[src/rtl/nary_gate_pipe.sv]
// Pipelined bank of LANES run-time-configurable N_IN-input gates.
// Two valid/ready stages (capture, compute) plus a saturating output transfer counter.
module nary_gate_pipe #(
  parameter int N_IN  = 3,
  parameter int LANES = 4,
  parameter int CNT_W = 16
) (
  input  logic                  clk,
  input  logic                  rst,
  input  logic                  in_valid,
  output logic                  in_ready,
  input  logic [LANES*N_IN-1:0] a,
  input  logic [2:0]            mode,
  output logic                  out_valid,
  input  logic                  out_ready,
  output logic [LANES-1:0]      y,
  output logic [CNT_W-1:0]      res_cnt
);

  localparam logic [CNT_W-1:0] CNT_MAX = {CNT_W{1'b1}};

  // One lane's gate function; v[0] is the operand for the single-input modes.
  function automatic logic gate_eval(input logic [N_IN-1:0] v, input logic [2:0] m);
    logic r;
    r = 1'b0;
    case (m)
      3'd0:    r = &v;
      3'd1:    r = ~&v;
      3'd2:    r = |v;
      3'd3:    r = ~|v;
      3'd4:    r = ^v;
      3'd5:    r = ~^v;
      3'd6:    r = v[0];
      3'd7:    r = ~v[0];
      default: r = 1'b0;
    endcase
    return r;
  endfunction

  logic                  s1_valid;
  logic [LANES*N_IN-1:0] s1_a;
  logic [2:0]            s1_mode;
  logic                  s2_ready;
  logic                  in_xfer;
  logic                  s1_xfer;
  logic                  out_xfer;
  logic [LANES-1:0]      y_next;

  assign s2_ready = !out_valid || out_ready;
  assign in_ready = !s1_valid || s2_ready;
  assign in_xfer  = in_valid && in_ready;
  assign s1_xfer  = s1_valid && s2_ready;
  assign out_xfer = out_valid && out_ready;

  // Evaluate every lane from the captured stage-1 operands.
  always_comb begin
    y_next = '0;
    for (int k = 0; k < LANES; k++) begin
      y_next[k] = gate_eval(s1_a[k*N_IN +: N_IN], s1_mode);
    end
  end

  // Stage 1: capture operands and mode together so each item keeps its own function.
  always_ff @(posedge clk or posedge rst) begin
    if (rst) begin
      s1_valid <= 1'b0;
      s1_a     <= '0;
      s1_mode  <= 3'd0;
    end else begin
      if (in_xfer) begin
        s1_valid <= 1'b1;
        s1_a     <= a;
        s1_mode  <= mode;
      end else if (s1_xfer) begin
        s1_valid <= 1'b0;
      end
    end
  end

  // Stage 2: result register; y holds while stalled or empty.
  always_ff @(posedge clk or posedge rst) begin
    if (rst) begin
      out_valid <= 1'b0;
      y         <= '0;
    end else begin
      if (s1_xfer) begin
        out_valid <= 1'b1;
        y         <= y_next;
      end else if (out_xfer) begin
        out_valid <= 1'b0;
      end
    end
  end

  // Output transfer counter; sticks at all-ones instead of wrapping.
  always_ff @(posedge clk or posedge rst) begin
    if (rst) begin
      res_cnt <= '0;
    end else begin
      if (out_xfer && (res_cnt != CNT_MAX)) begin
        res_cnt <= res_cnt + {{(CNT_W-1){1'b0}}, 1'b1};
      end
    end
  end

endmodule

[config.mk]
export PLATFORM = sky130hd
export DESIGN_NAME = nary_gate_pipe
export DESIGN_NICKNAME = d
export VERILOG_FILES = /design/src/rtl/nary_gate_pipe.sv
export SDC_FILE = /design/constraint.sdc
export NUM_CORES = 1
export LEC_CHECK = 0
export ABC_CLOCK_PERIOD_IN_PS = 1590
export BUFFER_PORTS_ARGS = -buffer_cell sky130_fd_sc_hd__buf_2
export CAP_MARGIN = 15
export CORE_ASPECT_RATIO = 1.1
export CORE_MARGIN = 2
export CORE_UTILIZATION = 42
export DETAILED_ROUTE_END_ITERATION = 8
export PLACE_DENSITY = 0.66
export SLEW_MARGIN = 20
export SYNTH_ARGS = -nofsm -noshare
export SYNTH_HDL_FRONTEND = slang
export SYNTH_SLANG_ARGS = --single-unit
[constraint.sdc]
create_clock -name clk -period 1.59 [get_ports clk]
set_clock_uncertainty 0.15 [all_clocks]
set_input_delay 0.318 -clock clk [delete_from_list [all_inputs] [get_ports clk]]
set_output_delay 0.318 -clock clk [all_outputs]
set_load 0.01 [all_outputs]
Word-level counts from Yosys, hierarchy flattened
Index checks and enable logic that the tools add are counted.
W data, S select, Z words.
{"block": "word_totals", "reg_bits": 37, "input_bits": 19, "word_cells": 62}
{"block": "op_classes", "add_sub_neg": 1, "n_eq_ne": 8, "n_mux": 8, "n_bitwise": 4, "reduce_logical": 35}
{"op": "$pmux W1 S8", "count": 4}
{"op": "$add A16 B1 Y16 const B", "count": 1}
{"op": "$ne A16 B16 Y1 const B", "count": 1}
{"op": "$eq A3 B3 Y1 const B", "count": 4}
{"op": "$reduce_and A3 Y1", "count": 4}
{"op": "$reduce_or A3 Y1", "count": 4}
{"op": "$reduce_xnor A3 Y1", "count": 4}
{"op": "$reduce_xor A3 Y1", "count": 4}
{"op": "$logic_not A1 Y1", "count": 10}
{"op": "$eq A3 B2 Y1 const B", "count": 2}
{"op": "$logic_and A1 B1 Y1", "count": 4}
{"op": "$mux W1", "count": 4}
{"op": "$not A1 Y1", "count": 4}
{"op": "$reduce_bool A2 Y1", "count": 2}
{"op": "$eq A3 B1 Y1 const B", "count": 1}
{"op": "$logic_not A3 Y1", "count": 1}
{"op": "$logic_or A1 B1 Y1", "count": 2}

Logic depth before layout (Yosys ltp)
Gate-level depths: netlist (run 1).
{"block": "logic_depth", "word_depth": 5, "depth_mapped": 6, "ltp_nobuf": 6}

Worst setup path after synthesis (run 1)
OpenSTA, ideal clock, no wires.
{"block": "synth_path", "kind": "register -> register", "from": "reg res_cnt[0]", "to": "reg res_cnt[1]", "setup_ps": 125, "arrival_time_ps": 1532, "setup_slack_ps": -217, "stages_incl_launch_ff": 5, "n_path_buf": 0, "period_less_slack_ps": 1807, "cell_sequence": "dfrtp_1 -> ha_1 -> and3_1 -> a41oi_4 -> mux2_2"}
{"block": "synth_via", "elab_chain_cells": 2}
{"element": "start, declared", "line": "17", "rtl": "output logic [CNT_W-1:0] res_cnt"}
{"element": "start signal, assigned", "line": "101", "rtl": "res_cnt <= res_cnt + {{(CNT_W-1){1'b0}}, 1'b1};"}
{"element": "parallel branches: the longest is 2 deep, another holds $add A16 B1 Y16"}
Several ways; the timed one is not identified.
A chain may end at the register's enable or synchronous reset.

Final worst setup path (run 1)
{"block": "layout_path", "from": "reg res_cnt[1]", "to": "reg res_cnt[1]"}
Same word-level chain as after synthesis.

==> results by group, run 1 <==
Place
  • Count of input and output buffers: 40
  • Inst Count DP: around 320
  • Placer Congestion: about 0.76
  • Dpl hpwl: about 3300 µm
  • Setup slack at placement: -48.54 ps

Global route
  • Gr usage total: a little under a fifth
  • Vias in the first global route: roughly 1700
  • Overflow after GRT: 0
  • Pin count of the biggest net entering global routing: 38
  • Global-route wire length before repair: ~8000 µm
  • Initial antenna violation count: 0

Timing
  • Fin worst setup slack: -73.96 ps
  • Setup TNS: -177.3 ps
  • Max Transition Viols Final: 0
  • Min cycle time layout: between 1500 and 2000 ps
  • Final Hold Vio Count: 0
  • Setup violations, final: 6
  • FMAX: 0.6010 GHz
  • Unrepaired setup endpoints after global routing: yes
  • Slew headroom: 75.26%
  • Crit share post-route: 104.7%
  • Worst Tran Pin Value: 370.3 ps

Clock tree
  • Clk Latency, worst-skew pair: 290 ps
  • H-tree lvl count: 2
  • CTS tree: done
  • CTS Root Cell: clkbuf_8
  • CTS Buf Count: 5
  • Clock buffer depth: 2
  • Clk sink count: 37
  • Clock Pin Slew Worst Setup and Hold Paths: ~70 ps

Route
  • Final WL: 4650 µm
  • Routed vias/inst: 5.136
  • Routed WL per cell: 14.05 µm
  • Initial DRC count: ~100
  • DRC viols: 0
  • Antenna Violating Nets Remaining: 0
  • Initial DRT Pass Iterations: 4
  • DR vias: 1700

Worst setup path
  • Worst path depth: 5
  • Worst-case reg-to-reg path depth: 5
  • Delay of the slowest cell on the worst path: 430 ps
  • Critical path buffers and inverters: 1
  • Critical Path End Type: register
  • FF-to-FF setup slack: -70 ps
  • FF-to-FF Start: res_cnt[1]
  • Top delay family on crit path: flip-flops
  • Crit start category: register
  • Worst path arrival time: approximately 1700 ps
  • CP Cell Sequence: ha_4, and3_4, a41oi_4, buf_12, mux2_4
  • Crit path kind: register to register
  • Crit. Startpoint: res_cnt[1]
  • Crit-path slowest cell: dfrtp_2
  • Critical path peak fanout: 5
  • WP data required: approximately 1600 ps

Cells and area
  • Commonest non-fill, non-tap cells in the layout: 40 x buf_2, 36 x buf_4, 33 x dfrtp_1, 17 x xnor2_1, 15 x mux2_2
  • Fin nets: 302
  • Synthesis-to-finish area growth: 40.77%
  • Post-Layout Cell Count: around 330
  • Most common cell after layout, fill and taps aside: buf_2
  • Antenna cells: 0
  • Fraction of layout cells with a size suffix above 1: between 40% and 50%

Pwr
  • PwrDens: roughly 1100 nW/µm²
  • Worst VDD drop: 721.7 µV
  • P_leak: about 1.4 nW

Yosys
  • Synthesis Warnings: 0
  • Post-Synthesis Cells: between 150 and 200
  • Mean Syn Cell Area: approximately 11 µm²
  • Synthesized Nets: around 220
  • Synthesized area: approximately 2000 µm²
  • Unique masters post-synth: 31
  • Sequential share of the synthesized area: a little under half
  • Yosys reg bits: 37

Floorplanning
  • Chip width: between 70 and 80 µm
  • # rows: 26
  • CORE AREA: 4652 µm²
  • Die area: approximately 5400 µm²
  • Initial Util: approximately 44%
  • DIE HEIGHT: between 70 and 80 µm
  • IO Count: 41

Outcome
  • Violated checks: negative setup slack
  • Status: complete, but fails checks

Hold path
  • Hold path startpoint: in_valid
  • Worst hold path class: primary input to register
  • Hold path cells: 2

Flow run
  • Max Cap Viol: 0
## cells by family (layout without fill, tap and decap cells)
group | count (synthesis) | after routing | synth area share [%]
AO/OA/AOI/OAI | 24 | 24 | 8.400
XOR/XNOR | 27 | 27 | 11.59
adder cells (fa/ha/maj) | 9 | 9 | 5.518
buffers and inverters | 14 | 98 | 2.759
flip-flops | 37 | 37 | 45.37
multiplexers | 16 | 16 | 8.829
AND/OR/NAND/NOR | 64 | 64 | 17.54
## metal layers
metal  vias to the layer above  GRT usage, %  wire length (µm)
met1                       818         25.60              2208
met5                         -             0                 0
met3                         7         4.074               192
met4                         0         7.115                81
met2                        38         27.92              2167
li1                        837             -                 -
## synthesized netlist by cell type
cell      instances  area share [%]
a22oi_1           3             1.1
nand3_1           6             1.5
dfrtp_1          37              45
nor3b_2           1            0.61
and3_1            2            0.61
o21ai_0           4            0.98
and4_4            1            0.55
nor4_1            3            0.92
o32ai_1           1            0.43
a211oi_1          5             1.8
a31oi_1           4             1.2
and3_2            1            0.37
nor2b_1           8             2.5
nand2_1          10             1.8
xnor2_1          20             8.6
nor3_1            7             1.7
and2_1            1            0.31
a41oi_4           1             1.3
nand3b_1          2            0.74
nor2_1           10             1.8
xor2_1            7             3.0
ha_1              9             5.5
and4_1            2            0.86
buf_2             3            0.74
nand3_2           1            0.49
nand2b_1          3            0.92
clkbuf_1          1            0.18
nand4_1           6             1.8
a21oi_1           6             1.5
inv_1            10             1.8
mux2_2           16             8.8
## power by group
part           leakage [nW]  switching [mW]  internal, mW
clock network        0.0542           0.332         0.392
registers             0.450           0.135          1.12
logic                 0.850           0.588         0.694
total                  1.35            1.06          2.21
## path summary, 6_finish.rpt
check,endpoint
min in group asynchronous,y[2]
max reg2reg,res_cnt[1]
max in group asynchronous,out_valid
max,res_cnt[1]
min reg2reg,res_cnt[13]
min,s1_valid
## registers in the layout, summed over array words and instances, names as in the netlist
signal	cells
s1_valid	1
out_valid	1
res_cnt	16
y	4
s1_a	12
s1_mode	3
## worst reg2reg max path, delay by kind of cell (launching register included)
kind | cells | cell delay, ps
AND/OR/NAND/NOR | 1 | 190
AO/OA/AOI/OAI | 1 | 190
multiplexers | 1 | 280
buffers and inverters | 1 | 150
flip-flops | 1 | 430
adder cells (fa/ha/maj) | 1 | 170
## per-stage QoR
step / util (%) / power [mW] / hold WS, ps / instance area, µm²
6_report: 61.75 / 3.263 / 98.48 / 2873
5_1_grt: 61.75 / 3.473 / 100.0 / 2873
4_1_cts: 59.49 / 3.218 / 90.19 / 2768
3_5_place_dp: 56.19 / 2.449 / 234.8 / 2614
3_3_place_gp: 56.19 / 2.413 / 230.5 / 2614
2_1_floorplan: - / 1.942 / 276.4 / 2077
## final cells by class
| type | instances | area, µm² |
|---|---|---|
| multi-input combinational | 140 | 1192 |
| clock inverter | 1 | 5.005 |
| tap | 56 | 70.07 |
| inverter | 10 | 37.54 |
| sequential | 37 | 930.9 |
| fill | 399 | 1779 |
| clock buffer | 7 | 96.34 |
| timing repair buffer | 80 | 540.5 |
## timing repair
item / CTS / global route
gates resized for setup: 2 / 16
setup endpoints to repair: 5 / 18
gates cloned: 0 / 0
hold buffers: 1 / 0
buffers inserted: 2 / 3
hold endpoints to repair: 37 / 0
pin swaps: 2 / 17
(Power assumes the default switching activity.)
==> inputs of run 2 (changes only) <==
ABC_CLOCK_PERIOD_IN_PS = 2100   (was 1590)
PLACE_DENSITY = not set   (was 0.66)
clock period = 2.1 ns   (was 1.59 ns; I/O delays follow)
==> run 2 against run 1 <==
Compared with the run above: the flow now finishes without violations; critical endpoint unchanged; die area did not move; final area fell by 16%; register-to-register slack improved by 300 ps; largest power group is now sequential cells.
==> results by group, run 2 (synthesis results as in run 1) <==
Outcome
  • Status: finished, final reports clean

Worst setup path
  • Worst R2R End: res_cnt[1]
  • Worst-case reg-to-reg path depth: 4
  • FF-to-FF Start: res_cnt[0]
  • Crit start category: register
  • WP data required: approximately 2100 ps
  • Critical Path End Type: register
  • Crit path kind: register to register
  • Worst path arrival time: ~1900 ps
  • FF-to-FF setup slack: around 220 ps
  • Critical path peak fanout: 8

Timing
  • Setup TNS: 0 ps
  • Unrepaired setup endpoints after global routing: no
  • Worst Tran Pin Value: 461.4 ps
  • FMAX: 0.5332 GHz
  • Slew headroom: between 60 and 70%
  • Setup violations, final: 0
  • Crit share post-route: roughly 89%
  • Max Transition Viols Final: 0
  • Final Hold Vio Count: 0
  • Min cycle time layout: between 1500 and 2000 ps

Place
  • Dpl hpwl: roughly 2900 µm
  • Count of input and output buffers: 40
  • Area post-placement: between 2000 and 2500 µm²
  • Placer Congestion: 0.7686
  • Inst Count DP: between 200 and 300

Route
  • Initial DRT Pass Iterations: 4
  • Routed WL per cell: between 10 and 15 µm
  • DRC viols: 0
  • Routed vias/inst: approximately 5.2
  • Final WL: a little under 4000 µm
  • Antenna Violating Nets Remaining: 0
  • DR vias: about 1500
  • Initial DRC count: 57

Global route
  • Global-route wire length before repair: between 6000 and 7000 µm
  • Overflow after GRT: 0
  • Pin count of the biggest net entering global routing: 38
  • Initial antenna violation count: 0
  • Vias in the first global route: roughly 1500
  • Gr usage total: around 15%

Floorplanning
  • CORE AREA: ~4700 µm²
  • Chip width: 70.46 µm
  • Initial Util: a little over two fifths
  • DIE HEIGHT: around 77 µm
  • IO Count: 41
  • Die area: roughly 5400 µm²
  • # rows: 26

Cells and area
  • Commonest non-fill, non-tap cells in the layout: 40 x buf_2, 37 x dfrtp_1, 20 x xnor2_1, 16 x mux2_2
  • Max reg flops: 16
  • Synthesis-to-finish area growth: 18.76%
  • Final Cell Area: 2424 µm²
  • Fillers: 451
  • Most flop-heavy register: res_cnt
  • Top Registers: res_cnt (16), s1_a (12), y (4)
  • Antenna cells: 0
  • Fin nets: between 200 and 300
  • Most common cell after layout, fill and taps aside: buf_2
  • Post-Layout Cell Count: a little under 300
  • Fraction of layout cells with a size suffix above 1: a little under a third

Clock tree
  • Post_cts resized: 0
  • CTS Buf Count: 5
  • Clock Pin Slew Worst Setup and Hold Paths: approximately 70 ps
  • H-tree lvl count: 2
  • CTS Root Cell: clkbuf_8
  • # hold bufs at CTS: 0
  • Post-CTS Setup Bufs: 0
  • Clk sink count: 37
  • Clk Latency, worst-skew pair: about 280 ps
  • CTS tree: done
  • Clock buffer depth: 2

Pwr
  • PwrDens: roughly 900 nW/µm²
  • P_leak: ~1.1 nW
  • Worst VDD drop: 567.8 µV

Hold path
  • Worst hold path class: primary input to async pin

Flow run
  • Max Cap Viol: 0
[run 2: layer usage]
layer / wire length [µm] / GRT usage (%) / vias up
li1: - / - / 766
met1: 1859 / 20.50 / 715
met2: 1891 / 24.72 / 32
met3: 142 / 2.891 / 7
met4: 59 / 5.962 / 0
met5: 0 / 0 / -
[run 2: worst max-delay path by stage]
stage                          start     endpoint  slack [ps]
after CTS                 res_cnt[0]   res_cnt[1]         230
after global placement    res_cnt[0]   res_cnt[1]         280
after global routing      res_cnt[0]  res_cnt[15]          90
final                     res_cnt[0]   res_cnt[1]         220
after detailed placement  res_cnt[0]  res_cnt[15]         230
after floorplan           res_cnt[0]   res_cnt[1]         290
[run 2: through the flow]
stage | power [mW] | hold slack, ps | setup slack [ps] | utilization [%]
after global routing | 2.309 | 126.1 | 91.01 | 52.10
after CTS | 2.190 | 101.5 | 228.9 | 52.10
after global placement | 1.634 | 355.9 | 277.5 | 49.92
final | 2.156 | 82.50 | 224.5 | 52.10
after detailed placement | 1.645 | 361.6 | 230.5 | 49.92
after floorplan | 1.432 | 342.2 | 293.3 | -
[run 2: power breakdown]
part / internal, mW / switching, mW / total, mW
Combinational: 0.318 / 0.291 / 0.609
Clock: 0.296 / 0.238 / 0.534
Sequential: 0.845 / 0.167 / 1.01
[run 2: area by class of cell]
| type | instances | area, µm² | share of cell area (%) |
|---|---|---|---|
| Tap cell | 56 | 70.07 | 2.891 |
| Inverter | 10 | 37.54 | 1.549 |
| Clock inverter | 1 | 5.005 | 0.2065 |
| Sequential cell | 37 | 925.9 | 38.20 |
| Timing Repair Buffer | 44 | 230.2 | 9.499 |
| Clock buffer | 7 | 96.34 | 3.975 |
| Multi-Input combinational cell | 140 | 1059 | 43.68 |
[run 2: critical path: stages (launching register included)]
cell,delay [ps]
dfrtp_1,430
ha_1,260
and3_1,220
a41oi_4,330
mux2_2,370
==> inputs of run 3 (changes only) <==
CELL_PAD_IN_SITES_DETAIL_PLACEMENT = 0   (was not set)
CELL_PAD_IN_SITES_GLOBAL_PLACEMENT = 1   (was not set)
CORE_UTILIZATION = 46   (was 42)
PLACE_DENSITY_LB_ADDON = 0.1   (was not set)
==> run 3 against run 2 <==
Compared with the run above: routed wire length grew 12%; final area shrank 0.88%; maximum frequency grew 0.22%; via count grew 6.3%; core utilization grew 4.0 points; sequential cell count is the same; combinational power grew 2%; sequential power is essentially flat; critical path depth grew 1; sequential share of layout area grew 0.34 points.
==> results by group, run 3 (synthesis results as in run 1) <==
Worst setup path
  • Worst-case reg-to-reg path depth: 5
  • Crit path kind: register to register
  • Critical Path End Type: register
  • FF-to-FF setup slack: roughly 230 ps
  • CP Cell Sequence: ha_1, and3_1, a41oi_4, nor3b_2, xor2_1
  • WP data required: about 2200 ps
  • Crit-path slowest cell: dfrtp_1
  • Worst R2R End: res_cnt[5]
  • Crit start category: register
  • Delay of the slowest cell on the worst path: 430 ps
  • Worst path arrival time: a little under 2000 ps
  • Critical path peak fanout: 8
  • FF-to-FF Start: res_cnt[0]

Timing
  • Unrepaired setup endpoints after global routing: no
  • Setup violations, final: 0
  • Final Hold Vio Count: 0
  • Max Transition Viols Final: 0
  • Crit share post-route: approximately nine tenths
  • Worst Tran Pin Value: 464.8 ps
  • Min cycle time layout: around 1900 ps
  • Setup TNS: 0 ps
  • Slew headroom: between 60% and 70%
  • FMAX: roughly 0.53 GHz

Clock tree
  • Clock buffer depth: 2
  • CTS tree: done
  • H-tree lvl count: 2
  • Clk Latency, worst-skew pair: between 200 and 300 ps
  • Clock Pin Slew Worst Setup and Hold Paths: about 80 ps
  • Post_cts resized: 0
  • CTS Root Cell: clkbuf_8
  • Post-CTS Setup Bufs: 0
  • # hold bufs at CTS: 0
  • CTS Buf Count: 5
  • Clk sink count: 37

Global route
  • Initial antenna violation count: 0
  • Overflow after GRT: 0
  • Gr usage total: 19.68%
  • Global-route wire length before repair: 7258 µm
  • Pin count of the biggest net entering global routing: 38
  • Vias in the first global route: around 1600

Floorplanning
  • Initial Util: a little under half
  • CORE AREA: 4285 µm²
  • IO Count: 41
  • # rows: 25
  • Die area: around 5000 µm²
  • Chip width: 67.51 µm
  • DIE HEIGHT: 73.86 µm

Route
  • DRC viols: 0
  • Initial DRC count: 59
  • Initial DRT Pass Iterations: 5
  • Routed WL per cell: between 15 and 20 µm
  • Routed vias/inst: 5.512
  • Antenna Violating Nets Remaining: 0
  • DR vias: between 1500 and 2000
  • Final WL: between 4000 and 5000 µm

Outcome
  • Status: finished, final reports clean

Place
  • Placer Congestion: roughly 0.8
  • Count of input and output buffers: 40
  • Area post-placement: ~2300 µm²
  • Dpl hpwl: 3262 µm

Cells and area
  • Most common cell after layout, fill and taps aside: buf_2
  • Fin nets: 266
  • Commonest non-fill, non-tap cells in the layout: 40 x buf_2, 37 x dfrtp_1, 20 x xnor2_1, 16 x mux2_2
  • Fraction of layout cells with a size suffix above 1: between 30% and 40%
  • Final core utilization: 56.06%
  • Most flop-heavy register: res_cnt
  • Synthesis-to-finish area growth: 17.72%
  • Max reg flops: 16
  • Top Registers: res_cnt (16), s1_a (12), y (4)
  • Final Cell Area: between 2000 and 2500 µm²
  • Antenna cells: 0

Flow run
  • Max Cap Viol: 0

Pwr
  • P_leak: 1.123 nW
  • PwrDens: about 880 nW/µm²
  • Worst VDD drop: just over 500 µV

Hold path
  • Worst hold path class: primary input to async pin
## run 3: changes by cell type in the layout (fill, tap and decap cells not counted), sizes merged
cell    previous run  this run
clkinv             1         2
clkbuf             7         6
## run 3: worst max path at each step
stage	from	end	slack [ps]	cells after the start
finish	res_cnt[0]	res_cnt[5]	230	5
global placement	res_cnt[0]	res_cnt[1]	280	4
floorplan	res_cnt[0]	res_cnt[1]	290	4
CTS	res_cnt[0]	res_cnt[5]	220	5
detailed placement	res_cnt[0]	res_cnt[5]	250	5
global route	res_cnt[0]	res_cnt[5]	100	5
## run 3: worst max-delay path: cells and delay by family, from the launching register on
kind	cells	cell delay (ps)
xor gates and xnor gates	1	170
and+or+nand+nor	2	460
AOI/OAI and AO/OA	1	330
DFF	1	430
adders and majority gates	1	260
## run 3: power by group
part           internal (mW)  switching, mW
combinational          0.318          0.306
clock                  0.230          0.250
sequential             0.845          0.172
total                   1.39          0.729
## run 3: through the flow
step	power (mW)	hold slack (ps)	instances	worst slack, ps
floorplan	1.432	342.2	191	293.3
global placement	1.616	344.2	285	281.1
detailed placement	1.657	374.2	285	248.0
CTS	2.141	125.1	293	218.4
global route	2.268	161.1	293	104.8
finish	2.122	113.4	293	228.7
## run 3: area by class of cell
type,instances,area [µm²]
clock buffers,6,72.57
clock inverters,2,10.01
fillers,381,1883
inverters,10,37.54
multi-input cells,140,1059
flip-flops and latches,37,925.9
well taps,54,67.56
repair buffers,44,230.2
## run 3: per-layer routing
layer  vias to the layer above  GRT usage, %  part of all wire (%)
met1                       789         21.98                    39
li1                        764             -                     -
met3                        15         5.207                   4.3
met5                         -             0                     0
met4                         0         9.070                   3.1
met2                        47         34.42                    54
